===== src/rtl/branch_resolve_unit.sv =====
// branch_resolve_unit
//
// Resolves B-type branches against the fetch-time prediction. Drives the
// comparator's signed/unsigned mode, decodes funct3 with the returned flags
// into a taken decision, and issues a held PC-redirect handshake on a
// mispredict. Owns a 2-bit-counter branch history table used for fetch
// predictions and saturating branch / mispredict counters.
//
// Ports:
//   i_clk, i_rst_n            clock (rising edge), async active-low reset
//   i_fetch_pc, o_pred_taken  fetch-time BHT lookup (combinational)
//   i_br_valid, o_ready       branch handshake
//   i_br_pc, i_br_imm         branch PC and sign-extended B-immediate
//   i_funct3, i_pred_taken    branch type and prediction it was fetched with
//   o_br_un                   comparator mode (1 = unsigned)
//   i_br_less, i_br_equal     comparator flags, sampled with the accept
//   o_resolved, o_taken,
//   o_illegal                 registered outcome, one-cycle pulse per accept
//   o_redirect_valid,
//   o_redirect_pc,
//   i_redirect_ack            redirect request to fetch
//   o_branch_cnt,
//   o_mispred_cnt             saturating performance counters
//
// state    | meaning
// ---------+-----------------------------------------------------------
// IDLE     | ready for a branch; o_ready = 1
// REDIRECT | mispredict redirect pending; o_ready = 0, waits for ack

module branch_resolve_unit #(
    parameter int BHT_ENTRIES = 16,
    parameter int CNT_W       = 16
) (
    input  logic              i_clk,
    input  logic              i_rst_n,
    input  logic [31:0]       i_fetch_pc,
    output logic              o_pred_taken,
    input  logic              i_br_valid,
    output logic              o_ready,
    input  logic [31:0]       i_br_pc,
    input  logic [31:0]       i_br_imm,
    input  logic [2:0]        i_funct3,
    input  logic              i_pred_taken,
    output logic              o_br_un,
    input  logic              i_br_less,
    input  logic              i_br_equal,
    output logic              o_resolved,
    output logic              o_taken,
    output logic              o_illegal,
    output logic              o_redirect_valid,
    output logic [31:0]       o_redirect_pc,
    input  logic              i_redirect_ack,
    output logic [CNT_W-1:0]  o_branch_cnt,
    output logic [CNT_W-1:0]  o_mispred_cnt
);

    localparam int IDX_W = $clog2(BHT_ENTRIES);
    localparam logic [CNT_W-1:0] CNT_ONE = {{(CNT_W-1){1'b0}}, 1'b1};
    localparam logic [CNT_W-1:0] CNT_MAX = {CNT_W{1'b1}};

    typedef enum logic {
        ST_IDLE,
        ST_REDIRECT
    } state_t;

    state_t           state;
    logic [1:0]       bht [BHT_ENTRIES];

    logic [IDX_W-1:0] fetch_idx;
    logic [IDX_W-1:0] br_idx;
    logic             accept;
    logic             legal;
    logic             taken_c;
    logic             mispred_c;
    logic [31:0]      target_c;

    // Upper and byte-offset PC bits do not take part in the BHT index.
    logic             unused_fetch_bits;
    assign unused_fetch_bits = ^{i_fetch_pc[31:IDX_W+2], i_fetch_pc[1:0]};

    assign fetch_idx    = i_fetch_pc[IDX_W+1:2];
    assign br_idx       = i_br_pc[IDX_W+1:2];
    assign o_pred_taken = bht[fetch_idx][1];
    assign o_br_un      = i_funct3[1];
    assign accept       = i_br_valid && o_ready;

    always_comb begin
        legal   = 1'b1;
        taken_c = 1'b0;
        case (i_funct3)
            3'b000:          taken_c = i_br_equal;
            3'b001:          taken_c = !i_br_equal;
            3'b100, 3'b110:  taken_c = i_br_less;
            3'b101, 3'b111:  taken_c = !i_br_less;
            default:         legal   = 1'b0;
        endcase
    end

    assign mispred_c = legal && (taken_c != i_pred_taken);
    assign target_c  = taken_c ? (i_br_pc + i_br_imm) : (i_br_pc + 32'd4);

    // Control FSM with registered outputs and performance counters.
    always_ff @(posedge i_clk or negedge i_rst_n) begin
        if (!i_rst_n) begin
            state            <= ST_IDLE;
            o_ready          <= 1'b1;
            o_redirect_valid <= 1'b0;
            o_redirect_pc    <= '0;
            o_resolved       <= 1'b0;
            o_taken          <= 1'b0;
            o_illegal        <= 1'b0;
            o_branch_cnt     <= '0;
            o_mispred_cnt    <= '0;
        end else begin
            o_resolved <= accept;
            if (accept) begin
                o_taken   <= taken_c;
                o_illegal <= !legal;
            end
            if (accept && legal && (o_branch_cnt != CNT_MAX)) begin
                o_branch_cnt <= o_branch_cnt + CNT_ONE;
            end
            if (accept && mispred_c && (o_mispred_cnt != CNT_MAX)) begin
                o_mispred_cnt <= o_mispred_cnt + CNT_ONE;
            end
            case (state)
                ST_IDLE: begin
                    if (accept && mispred_c) begin
                        state            <= ST_REDIRECT;
                        o_ready          <= 1'b0;
                        o_redirect_valid <= 1'b1;
                        o_redirect_pc    <= target_c;
                    end
                end
                ST_REDIRECT: begin
                    if (i_redirect_ack) begin
                        state            <= ST_IDLE;
                        o_ready          <= 1'b1;
                        o_redirect_valid <= 1'b0;
                    end
                end
                default: begin
                    state            <= ST_IDLE;
                    o_ready          <= 1'b1;
                    o_redirect_valid <= 1'b0;
                end
            endcase
        end
    end

    // BHT training; the lookup port reads the pre-update value in the
    // same cycle because the table is only written at the clock edge.
    always_ff @(posedge i_clk or negedge i_rst_n) begin
        if (!i_rst_n) begin
            for (int i = 0; i < BHT_ENTRIES; i++) begin
                bht[i] <= 2'b01;
            end
        end else if (accept && legal) begin
            if (taken_c) begin
                if (bht[br_idx] != 2'b11) bht[br_idx] <= bht[br_idx] + 2'b01;
            end else begin
                if (bht[br_idx] != 2'b00) bht[br_idx] <= bht[br_idx] - 2'b01;
            end
        end
    end

endmodule


===== config.mk =====
export PLATFORM = sky130hd
export DESIGN_NAME = branch_resolve_unit
export DESIGN_NICKNAME = d
export VERILOG_FILES = /design/src/rtl/branch_resolve_unit.sv
export SDC_FILE = /design/constraint.sdc
export NUM_CORES = 1
export LEC_CHECK = 0
export CORE_MARGIN = 5
export CORE_UTILIZATION = 38
export CTS_CLUSTER_DIAMETER = 100
export DETAILED_ROUTE_END_ITERATION = 8
export PLACE_DENSITY_LB_ADDON = 0.15
export SYNTH_ARGS = -nofsm -noshare
export SYNTH_HDL_FRONTEND = slang
export SYNTH_SLANG_ARGS = --single-unit

===== constraint.sdc =====
create_clock -name i_clk -period 4.1 [get_ports i_clk]
set_clock_uncertainty 0.15 [all_clocks]
set_input_delay 0.82 -clock i_clk [delete_from_list [all_inputs] [get_ports i_clk]]
set_output_delay 0.82 -clock i_clk [all_outputs]
set_load 0.05 [all_outputs]

==> out/metrics.cfg, run 1 <==
[outcome]
status=complete, no violations

[detailed_routing]
dr_total_vias=6011
post_drt_via_cell_ratio=5.151
drt_iter0_drc=323
routedWlPerCell_um=16.54
ant_nets=0
dr.pass1.iters=5
drt-total-wl_um=19300
drc_errors=0

[floorplanning]
core_area_sq_um=17960
rows=49
initial_core_util_pct=38.56
num_io_pins=177
die_h_um=145.0
design.die.area_sq_um=21030
die_w_um=145.0

[setup_path]
crit_fanout=4
r2r_slack_ns=1.28
ff2ff_path_depth=8
path_cells=clkdlybuf4s50_1 > ha_1 > fa_1 > a21oi_1 > o211ai_1 > a221o_1 > o21ai_0 > buf_4 > or3_1 > a41oi_1 > or3_1 > a31oi_1 > nor2_1
worstPathRequired_ns=4.18
crit_path_end_kind=flip-flop
r2r_end=bht[11]
arrival_ns=3.83
worstReg2RegStart=bht[1]
cp_slowest_stage_delay_ns=0.42
criticalPathCategory=input pin to flip-flop
start_kind=input pin
crit_top_cell=or3_1
slowest_stage=clkdlybuf4s50_1

[sta]
max_freq_mhz=266.9
hold_viol=0
tightestPinTransition_ns=0.9340
rsz0062_at_grt=no
fin_tns_setup_ns=0
fin_crit_sh_pct=91.39
slew_headroom_pct=37.20
slew_viol_final=0
period_minus_slack_ns=3.747
finalSetupViolCount=0

[synthesis]
synth_edf_count=0
synth_area_sq_um=6927
avgSynthCellArea_sq_um=9.078
ys_ff_latch=102
syn_inst=763
yosys_warnings=0
ys_async_sr_fraction_pct=100.0
ys_types=55
synth_flop_cell=dfrtp_1
yosysSeqAreaShare_pct=37.16
synth_fp_nets=909

[run]
cap_violations=0

[global_route]
grt_antenna_before_repair=0
grt_usage_pct=18.16
gr-total-overflow=0
grt_pass1_wl_um=31570
grt_max_degree=56
grt_pass1_vias=6003

[cells_and_area]
drive_above_1_share_pct=12.47
finalNetCount=1079
antennaDiodeCount=0
syn2layout_area_growth_pct=32.88

[clocking]
cts-resized-gates=0
cts-htree-levels=3
path_clk_slew_ns=0.08
cts_inserted_buffers=9
clock-sinks=102
clk_latency_ns=0.35
cts_tree=built
max-clock-path-buffers=2
cts_setup_buffers=0
cts_root_buffer=clkbuf_16
ctsHoldBuffers=0

[placement]
gp_congestion=0.8255
port-buffer-count=148
post-dp-hpwl_um=14860

[pwr]
peakVddDrop_mv=0.4744
total_power_w=0.004857
leakagePower_nw=3.946
power_density_nw_per_um2=527.7

[worst_hold_path]
hold_depth=2
worstHoldPathType=flip-flop to flip-flop

-- Yosys cell counts, drive strengths merged (4+ instances only) --
cell type  number  share of area, %
nor2           57               3.1
a21oi          49               3.5
or3             5              0.45
inv            15              0.81
xnor2          53               6.7
nor2b          10              0.90
a31oi           8              0.72
nand2         116               6.3
mux4           14               4.6
dfstp          17               6.4
mux2i           4              0.58
nand3          30               2.2
dfrtp          85                31
nor3            8              0.58
o21ai          68               5.0
and3           19               1.7
nand4          16               1.4
and2            6              0.54
a21o           18               2.0
xor2           31               3.9
mux2           18               2.9
clkbuf         27               1.5
and4            6              0.76
ha             39               7.0
a2bb2oi         5              0.63
-- placed cells by master (no fill, tap or decap), types with 18 or more instances in the layout --
| master | count |
|---|---|
| ha_1 | 39 |
| a21o_1 | 18 |
| dfrtp_1 | 85 |
| nand3_1 | 30 |
| xor2_1 | 31 |
| nor2_1 | 57 |
| o21ai_0 | 67 |
| nand2_1 | 115 |
| and3_1 | 19 |
| mux2_2 | 18 |
| buf_4 | 40 |
| clkdlybuf4s50_1 | 146 |
| a21oi_1 | 49 |
| xnor2_1 | 53 |
-- through the flow --
step                std cells  utilization [%]  cell area [sq um]  setup WS [ns]  hold WS (ns)
global route             1167            51.24               9204         0.1167        0.3396
floorplan                 763                -               6927         0.2111        0.3057
detailed placement       1151            49.55               8901        0.03899        0.3192
global placement         1151            49.55               8901        0.05292        0.3106
finish                   1167            51.24               9204         0.3532        0.3257
CTS                      1167            51.24               9204         0.3960        0.3299
-- worst max-delay path by stage --
stage | from | to | slack (ns) | cells past startpoint
floorplan | i_br_pc[2] | bht[13] | 0.21 | 10
global placement | i_br_pc[0] | o_redirect_pc[30] | 0.05 | 13
detailed placement | i_br_pc[0] | o_redirect_pc[30] | 0.04 | 13
CTS | i_fetch_pc[2] | o_pred_taken | 0.40 | 4
global route | i_br_pc[0] | o_redirect_pc[22] | 0.12 | 13
finish | i_br_pc[0] | o_redirect_pc[30] | 0.35 | 13
-- critical path, delay by kind of cell --
family / cells / cell delay (ns)
AOI/OAI and AO/OA: 6 / 1.21
adders and majority gates: 2 / 0.66
buffers and inverters: 2 / 0.58
and+or+nand+nor: 3 / 0.56
-- power by group --
group	internal, W	switching (W)	total (W)
Combinational	0.000908	0.00147	0.00238
Clock	0.000446	0.000427	0.000874
Sequential	0.00138	0.000224	0.00160
-- routing by layer --
layer / GRT usage, % / wire length [um] / vias to the layer above
met1: 26.21 / 9555 / 2801
met5: 0 / 0 / -
met2: 28.32 / 8555 / 142
met4: 4.426 / 222 / 0
met3: 3.274 / 964 / 16
li1: - / - / 3052
-- cell type report --
cell class                      instances  area, sq um
Clock buffer                           10        239.0
Clock inverter                          6        63.81
Fill cell                            1702         8760
Inverter                               15        56.30
Multi-Input combinational cell        617         4183
Sequential cell                       102         2574
Tap cell                              229        286.5
Timing Repair Buffer                  188         1802
-- kinds of logic after synthesis --
family                     synth area share (%)
DFF                                       37.16
buffers and inverters                     2.457
adders and majority gates                 7.334
AOI/OAI and AO/OA                         15.72
and+or+nand+nor                           18.66
xor gates and xnor gates                  10.62
muxes                                     8.056
(Power assumes the default switching activity.)
==> run 2: changes to the inputs <==
Settings changed: CAP_MARGIN set to 20, PLACE_DENSITY_LB_ADDON 0.15 to unset, SKIP_CTS_REPAIR_TIMING set to 1.
==> run 2 against run 1 <==
Sequential share of layout area shrank 0.17 points. Power increased by 1.5%. Sequential cell count unchanged. Global-route usage increased by 0.18 points. Final cell count increased by 0.43%. Core utilization up 0.32 points. Fmax barely moved. Register-to-register slack worse by 0.15 ns. Cell area rose by 0.63%. First-iteration DRC count down 9.0%. Critical endpoint is now bht[21]. Largest power group unchanged.
==> out/metrics.cfg, run 2 (synthesis results as in run 1) <==
[floorplanning]
num_io_pins=177
die_h_um=145.0
rows=49
core_area_sq_um=17960
design.die.area_sq_um=21030
initial_core_util_pct=38.56
die_w_um=145.0

[pwr]
peakVddDrop_mv=0.4612
power_density_nw_per_um2=532.4
swShare_pct=43.56
leakagePower_nw=3.980
clockPowerShare_pct=19.1
pwr-share-seq_pct=32.8
combPwrFrac_pct=48.1
switching_power_w=0.002148
p_int_w=0.002783

[detailed_routing]
dr_total_vias=6121
drc_errors=0
drt_iter0_drc=294
routedWlPerCell_um=16.49
ant_nets=0
dr.pass1.iters=4
post_drt_via_cell_ratio=5.223
drt-total-wl_um=19320

[clocking]
cts-htree-levels=3
cts_tree=built
path_clk_slew_ns=0.08
max-clock-path-buffers=2
clk_latency_ns=0.35
cts_root_buffer=clkbuf_16
cts_inserted_buffers=9
clock-sinks=102

[global_route]
grt_usage_pct=18.34
grt_antenna_before_repair=0
gr-total-overflow=0
grt_max_degree=60
grt_pass1_vias=5984
grt_pass1_wl_um=31880

[sta]
rsz0062_at_grt=no
tightestPinTransition_ns=0.8353
hold_viol=0
worst_slack_ns=0.3515
slew_headroom_pct=43.84
fin_tns_setup_ns=0
period_minus_slack_ns=3.748
max_freq_mhz=266.8
finalSetupViolCount=0
slew_viol_final=0
fin_crit_sh_pct=91.43

[setup_path]
criticalPathCategory=input pin to flip-flop
crit_top_cell=mux2_2
start_kind=input pin
slowest_stage=mux4_2
worstPathRequired_ns=4.19
crit_path_end_kind=flip-flop
path_cells=clkdlybuf4s50_1 > buf_12 > mux4_2 > mux2_2 > o21ai_0 > inv_1 > ha_1 > mux2i_1 > and3_1 > nand2_1 > mux2_2
path_delay_family=multiplexers
critPathBufInv=3
cp_slowest_stage_delay_ns=0.52
crit_fanout=9
arrival_ns=3.84

[cells_and_area]
fin_util_pct=51.56
final_common_cell=clkdlybuf4s50_1
finalNetCount=1084
layout_common_cells=146 x clkdlybuf4s50_1, 115 x nand2_1, 85 x dfrtp_1
final_cells=1172
drive_above_1_share_pct=12.94
antennaDiodeCount=0
syn2layout_area_growth_pct=33.71

[outcome]
status=complete, no violations

[placement]
dp_cells=1156
post-dp-hpwl_um=14910
port-buffer-count=148
post-place-ws_ns=0.004914
gp_congestion=0.8519

[run]
cap_violations=0

[worst_hold_path]
worstHoldPathType=input pin to async pin

[run 2: metrics by stage]
stage	hold slack, ns	area [sq um]	power, W
6_report	0.3260	9261	0.004931
5_1_grt	0.3410	9261	0.005220
2_1_floorplan	0.3057	6927	0.003130
4_1_cts	0.3318	9261	0.004992
3_3_place_gp	0.3130	8939	0.004002
3_5_place_dp	0.3208	8939	0.004024
[run 2: final timing paths]
check	from	endpoint	slack, ns	depth (start not counted)
worst max-delay path	i_br_pc[2]	bht[21]	0.35	11
worst min-delay path	i_rst_n	o_mispred_cnt[8]	0.33	1
worst max register to register	flip-flop	bht[21]	1.13	9
worst min register to register	flip-flop	flip-flop	0.33	2
max in group asynchronous	i_rst_n	async pin	2.70	2
min in group i_clk	flip-flop	flip-flop	0.33	2
[run 2: metal layers]
| metal | wire (um) | GRT usage (%) | vias up |
|---|---|---|---|
| met4 | 212 | 4.614 | 0 |
| met2 | 8483 | 27.77 | 149 |
| met1 | 9708 | 27.11 | 2884 |
| met5 | 0 | 0 | - |
| li1 | - | - | 3073 |
| met3 | 920 | 3.336 | 15 |
[run 2: final cells by class]
cell class                 instances  area, sq um
tap                              229        286.5
fill                            1699         8702
multi-input combinational        617         4183
timing repair buffer             193         1839
clock inverter                     7        97.59
sequential                       102         2574
inverter                          15        56.30
clock buffer                       9        225.2
[run 2: power groups by stage]
stage                     sequential [W]  combinational (W)  clock [W]
after global routing             0.00167            0.00255    0.00101
after floorplan                  0.00234           0.000788          0
after CTS                        0.00162            0.00240   0.000974
final                            0.00162            0.00237   0.000940
after detailed placement         0.00163            0.00239          0
after global placement           0.00163            0.00238          0
==> run 3: changes to the inputs <==
Settings changed: CORE_UTILIZATION 38 to 23, GPL_ROUTABILITY_DRIVEN set to 0.
==> run 3 against run 2 <==
Worst hold slack improved by 0.0063 ns. Highest routed layer unchanged. Critical endpoint is now o_redirect_pc[28]. Sequential cell count unchanged. Core utilization decreased by 19 points. Combinational power increased by 2%. Routed wire length increased by 12%. Worst setup slack got worse by 0.11 ns. Global-route usage decreased by 5.8 points. Register-to-register slack improved by 0.09 ns. Power about the same.
==> out/metrics.cfg, run 3 (synthesis results as in run 1) <==
[setup_path]
crit_top_cell=o21ai_0
path_cells=clkdlybuf4s50_1 > buf_4 > fa_1 > a21oi_1 > o211ai_1 > a221o_1 > o21ai_0 > buf_4 > o21ai_0 > a21oi_1 > o21ai_0 > xnor2_1 > o221ai_1
crit_path_end_kind=flip-flop
crit_fanout=4
critPathBufInv=3
slowest_stage=clkdlybuf4s50_1
cp_slowest_stage_delay_ns=0.48
arrival_ns=3.92
path_delay_family=compound AO/OA/AOI/OAI gates
worstPathRequired_ns=4.17
criticalPathCategory=input pin to flip-flop
start_kind=input pin

[clocking]
clk_latency_ns=0.35
cts_tree=built
cts_inserted_buffers=9
max-clock-path-buffers=2
path_clk_slew_ns=0.08
cts-htree-levels=3
clock-sinks=102
cts_root_buffer=clkbuf_16

[detailed_routing]
dr.pass1.iters=4
routedWlPerCell_um=15.97
ant_nets=0
drt-total-wl_um=21560
post_drt_via_cell_ratio=4.624
dr_total_vias=6242
drt_iter0_drc=308
drc_errors=0

[floorplanning]
die_w_um=183.5
num_io_pins=177
die_h_um=183.5
core_area_sq_um=29720
design.die.area_sq_um=33690
initial_core_util_pct=23.31
rows=63

[outcome]
status=complete, no violations

[pwr]
peakVddDrop_mv=0.2788
power_density_nw_per_um2=516.6
total_power_w=0.004935
leakagePower_nw=4.043

[placement]
post-dp-hpwl_um=16850
port-buffer-count=148
dp_cells=1333

[cells_and_area]
drive_above_1_share_pct=14.37
multi_input_area_sq_um=4183
final_common_cell=clkdlybuf4s50_1
ff_latch_area_sq_um=2574
finalNetCount=1101
layout_common_cells=146 x clkdlybuf4s50_1, 115 x nand2_1, 85 x dfrtp_1
syn2layout_area_growth_pct=37.92
antennaDiodeCount=0
final_cells=1350
n_fill_cell=3100

[run]
cap_violations=0

[sta]
tightestPinTransition_ns=0.8919
max_freq_mhz=259.4
rsz0062_at_grt=no
hold_viol=0
slew_viol_final=0
slew_headroom_pct=40.03
finalSetupViolCount=0
fin_crit_sh_pct=94.02
period_minus_slack_ns=3.855

[global_route]
grt_pass1_wl_um=33620
gr-total-overflow=0
grt_usage_pct=12.49
grt_max_degree=103
grt_antenna_before_repair=0
grt_pass1_vias=6152

[worst_hold_path]
worstHoldPathType=flip-flop to flip-flop

[run 3: layout make-up]
type	count	area share (%)
multi-input combinational	617	43.79
inverter	15	0.5894
clock buffer	10	2.397
tap	390	5.108
timing repair buffer	210	20.46
sequential	102	26.94
clock inverter	6	0.7204
[run 3: routing by layer]
metal  GRT usage, %  up-vias  routed length, um
met5              0        -                  0
met4          2.771        0                310
met3          2.671       19               1182
met2          19.94      146               9848
met1          17.42     2973              10220
li1               -     3104                  -
[run 3: per-stage QoR]
stage	cell area [sq um]	util [%]	worst slack, ns	TNS (ns)	hold slack [ns]
final	9553	32.15	0.2451	0	0.3323
after global routing	9553	32.15	0.05342	0	0.3416
after CTS	9545	32.12	0.07989	0	0.3344
after detailed placement	9248	31.12	-0.2935	-4.524	0.3195
after global placement	9248	31.12	-0.2760	-4.485	0.3148
after floorplan	6927	-	0.2111	0	0.3057
[run 3: path summary, 6_finish.rpt]
kind | cells after the start | slack, ns | from | end
worst min register to register | 2 | 0.33 | flip-flop | flip-flop
worst max-delay path | 13 | 0.25 | i_br_pc[1] | o_redirect_pc[28]
worst min-delay path | 2 | 0.33 | flip-flop | flip-flop
min in group asynchronous | 2 | 0.38 | i_rst_n | o_mispred_cnt[10]
max in group asynchronous | 2 | 2.95 | i_rst_n | o_redirect_pc[12]
worst max register to register | 9 | 1.22 | flip-flop | bht[31]
[run 3: power by group]
part	internal [W]	switching, W	leakage (nW)
clock network	0.000480	0.000419	0.143
registers	0.00138	0.000245	1.27
logic	0.000926	0.00148	2.63
total	0.00279	0.00215	4.04
[run 3: worst min-delay path: cells and delay by family, from the launching register on]
kind / cells / cell delay [ns]
AO/OA/AOI/OAI: 1 / 0.07
flip-flops: 1 / 0.37
AND/OR/NAND/NOR: 1 / 0.04
==> RTL edit, RTL diff (config.mk and constraints of run 1) <==
`CNT_W`: 16 -> 32.
--- a/src/rtl/branch_resolve_unit.sv
+++ b/src/rtl/branch_resolve_unit.sv
@@ -30,5 +30,5 @@
 module branch_resolve_unit #(
     parameter int BHT_ENTRIES = 16,
-    parameter int CNT_W       = 16
+    parameter int CNT_W       = 32
 ) (
     input  logic              i_clk,
Interface: changed (resized o_branch_cnt and o_mispred_cnt); port bits go from 177 to 209. The function was not compared with the original's and may differ.
==> RTL edit against run 1 <==
  * Cell area grew 25%
  * Critical path depth shrank 4
  * Area after synthesis grew 22%
  * Total power grew 19%
  * Sequential cell count grew 32
  * Largest cell class unchanged
  * Core utilization grew 1.2 points
  * Wire length grew 23%
  * Worst setup slack lost 0.034 ns
  * Largest power group unchanged
  * Critical path type unchanged
==> RTL edit: results (changes against run 1) <==
** Outcome
- Run status: completed (unchanged).

** Critical path
- The biggest fanout along the worst timing path was 16 (was 4).
- The arrival time of data at the critical path endpoint is 3.98 ns (was 3.83 ns).
- Depth of the worst register-to-register path :: 5 (was 8)
- The family with the most delay on the worst path was multiplexers (was compound AO/OA/AOI/OAI gates).
- Setup slack of the most critical reg-to-reg path :: 1.06 ns (was 1.28 ns)
- CP max stage delay :: 0.85 ns (was 0.42 ns)
- The worst reg2reg path endpoint was bht[27] (was bht[11]).
- Max stage delay cell, worst path :: xor2_1 (was clkdlybuf4s50_1)

** Yosys
- The share of the synthesized netlist area taken by xor and xnor gates came to 0.114 (was 0.106).
- The count of distinct cell types in the synthesized netlist is 59 (was 55).
- Number of nets produced by synthesis :: 1037 (was 909)
- Most frequently used cell type in the post-synthesis netlist :: dfrtp_1 (was nand2_1)
- Post-synthesis compound-gate area fraction :: 0.141 (was 0.157)
- The sequential-to-total area share from yosys stat was 0.399 (was 0.372).
- Largest cells by area after synthesis :: dfrtp_1 (35%), xnor2_1 (7.1%), ha_1 (5.8%) (was dfrtp_1 (31%), ha_1 (7.0%), xnor2_1 (6.7%))
- The mux contribution to synthesized area was 0.0720 (was 0.0806).

** Detailed routing
- Met2 routed WL :: 11000 µm (was 8560 µm)
- Sum of routed wire segments on met1 :: 11300 µm (was 9560 µm)
- The DRC marker count from the first detailed-route iteration is 394 (was 323).
- Via count :: 7431 (was 6011)
- The detailed route wirelength on metal3 came to 1190 µm (was 964 µm).
- DR WL/cell :: 17.0 µm (was 16.5 µm)
- First-pass iteration count of the detailed router :: 6 (was 5)

** Global routing
- Global-route wire length before repair :: 38700 µm (was 31600 µm)
- The via count of the first global-routing pass is 7329 (was 6003).
- Met2 GRT Util :: 0.291 (was 0.283)
- The global routing met1 resource utilization is 0.257 (was 0.262).
- The total global-route track usage was 0.185 (was 0.182).
- The met3 layer usage reported by global route came to 0.0396 (was 0.0327).

** CTS
- The H-tree level count came to 4 (was 3).
- CTS buffer count :: 17 (was 9)
- Clock latency on the worst-skew pair :: 0.43 ns (was 0.35 ns)

** Place
- The detailed placer's ending HPWL was 18100 µm (was 14900 µm).
- The last weighted congestion value of the routability-driven placer came to 0.880 (was 0.826).
- Buffers on Ports :: 180 (was 148)

** Power
- The static power due to leakage was 4.86 nW (was 3.95 nW).
- Cell-internal power :: 3.38 mW (was 2.73 mW)
- Power Total :: 5.77 mW (was 4.86 mW)
- Worst ir drop on vdd :: 0.406 mV (was 0.474 mV)
- Sequential share of power :: 0.331 (was 0.330)

** Worst hold path
- The worst hold-check path type is in -> async (was reg -> reg).

** Final layout
- The proportion of layout cells with a drive suffix above 1 came to 0.125 (about the same).
- The number of inserted filler cells in the final layout is 2054 (was 1702).
- The number of diodes came to 0 (unchanged).

** Timing
- Worst slew slack as a fraction of its limit :: 0.279 (was 0.372)
- Minimum hold slack :: 0.269 ns (was 0.326 ns)
## RTL edit: cell count changes after synthesis, sizes merged, moves of 10 or more
cell,change
xnor2,+16
and2,+11
nor3,+17
xor2,+10
dfrtp,+32
## RTL edit: worst max path at each step
stage / from / to / slack (ns) / depth (start not counted)
after floorplan: i_br_pc[2] / bht[25] / 0.40 / 12
after global routing: i_br_pc[2] / bht[27] / 0.12 / 9
after detailed placement: i_br_pc[2] / bht[27] / -0.12 / 9
after global placement: i_br_pc[2] / bht[11] / -0.08 / 9
final: i_br_pc[2] / bht[27] / 0.32 / 9
after CTS: i_br_pc[2] / bht[27] / 0.32 / 9
## RTL edit: layout make-up
cell class	count	area (µm²)	share of cell area
clock inverter	15	151	0.0132
inverter	20	75.1	0.00654
tap	280	350	0.0305
clock buffer	17	425	0.0371
sequential	134	3370	0.294
timing repair buffer	226	2180	0.190
multi-input combinational	708	4920	0.429
## RTL edit: cells by family (layout without fill, tap and decap cells)
group / Yosys count / after routing
XOR/XNOR: 110 / 110
buffers and inverters: 49 / 278
adder cells (fa/ha/maj): 40 / 40
flip-flops: 134 / 134
AND/OR/NAND/NOR: 324 / 324
AO/OA/AOI/OAI: 193 / 193
multiplexers: 41 / 41
## RTL edit: metrics by stage
| stage | utilization | setup TNS, ns | setup WS (ns) | instance area, µm² | std cells |
|---|---|---|---|---|---|
| final | 0.524 | 0 | 0.319 | 11500 | 1400 |
| after global routing | 0.524 | 0 | 0.117 | 11500 | 1400 |
| after CTS | 0.524 | 0 | 0.320 | 11500 | 1400 |
| after detailed placement | 0.498 | -1.82 | -0.121 | 10900 | 1368 |
| after global placement | 0.498 | -1.25 | -0.0800 | 10900 | 1368 |
| after floorplan | - | 0 | 0.396 | 8460 | 891 |
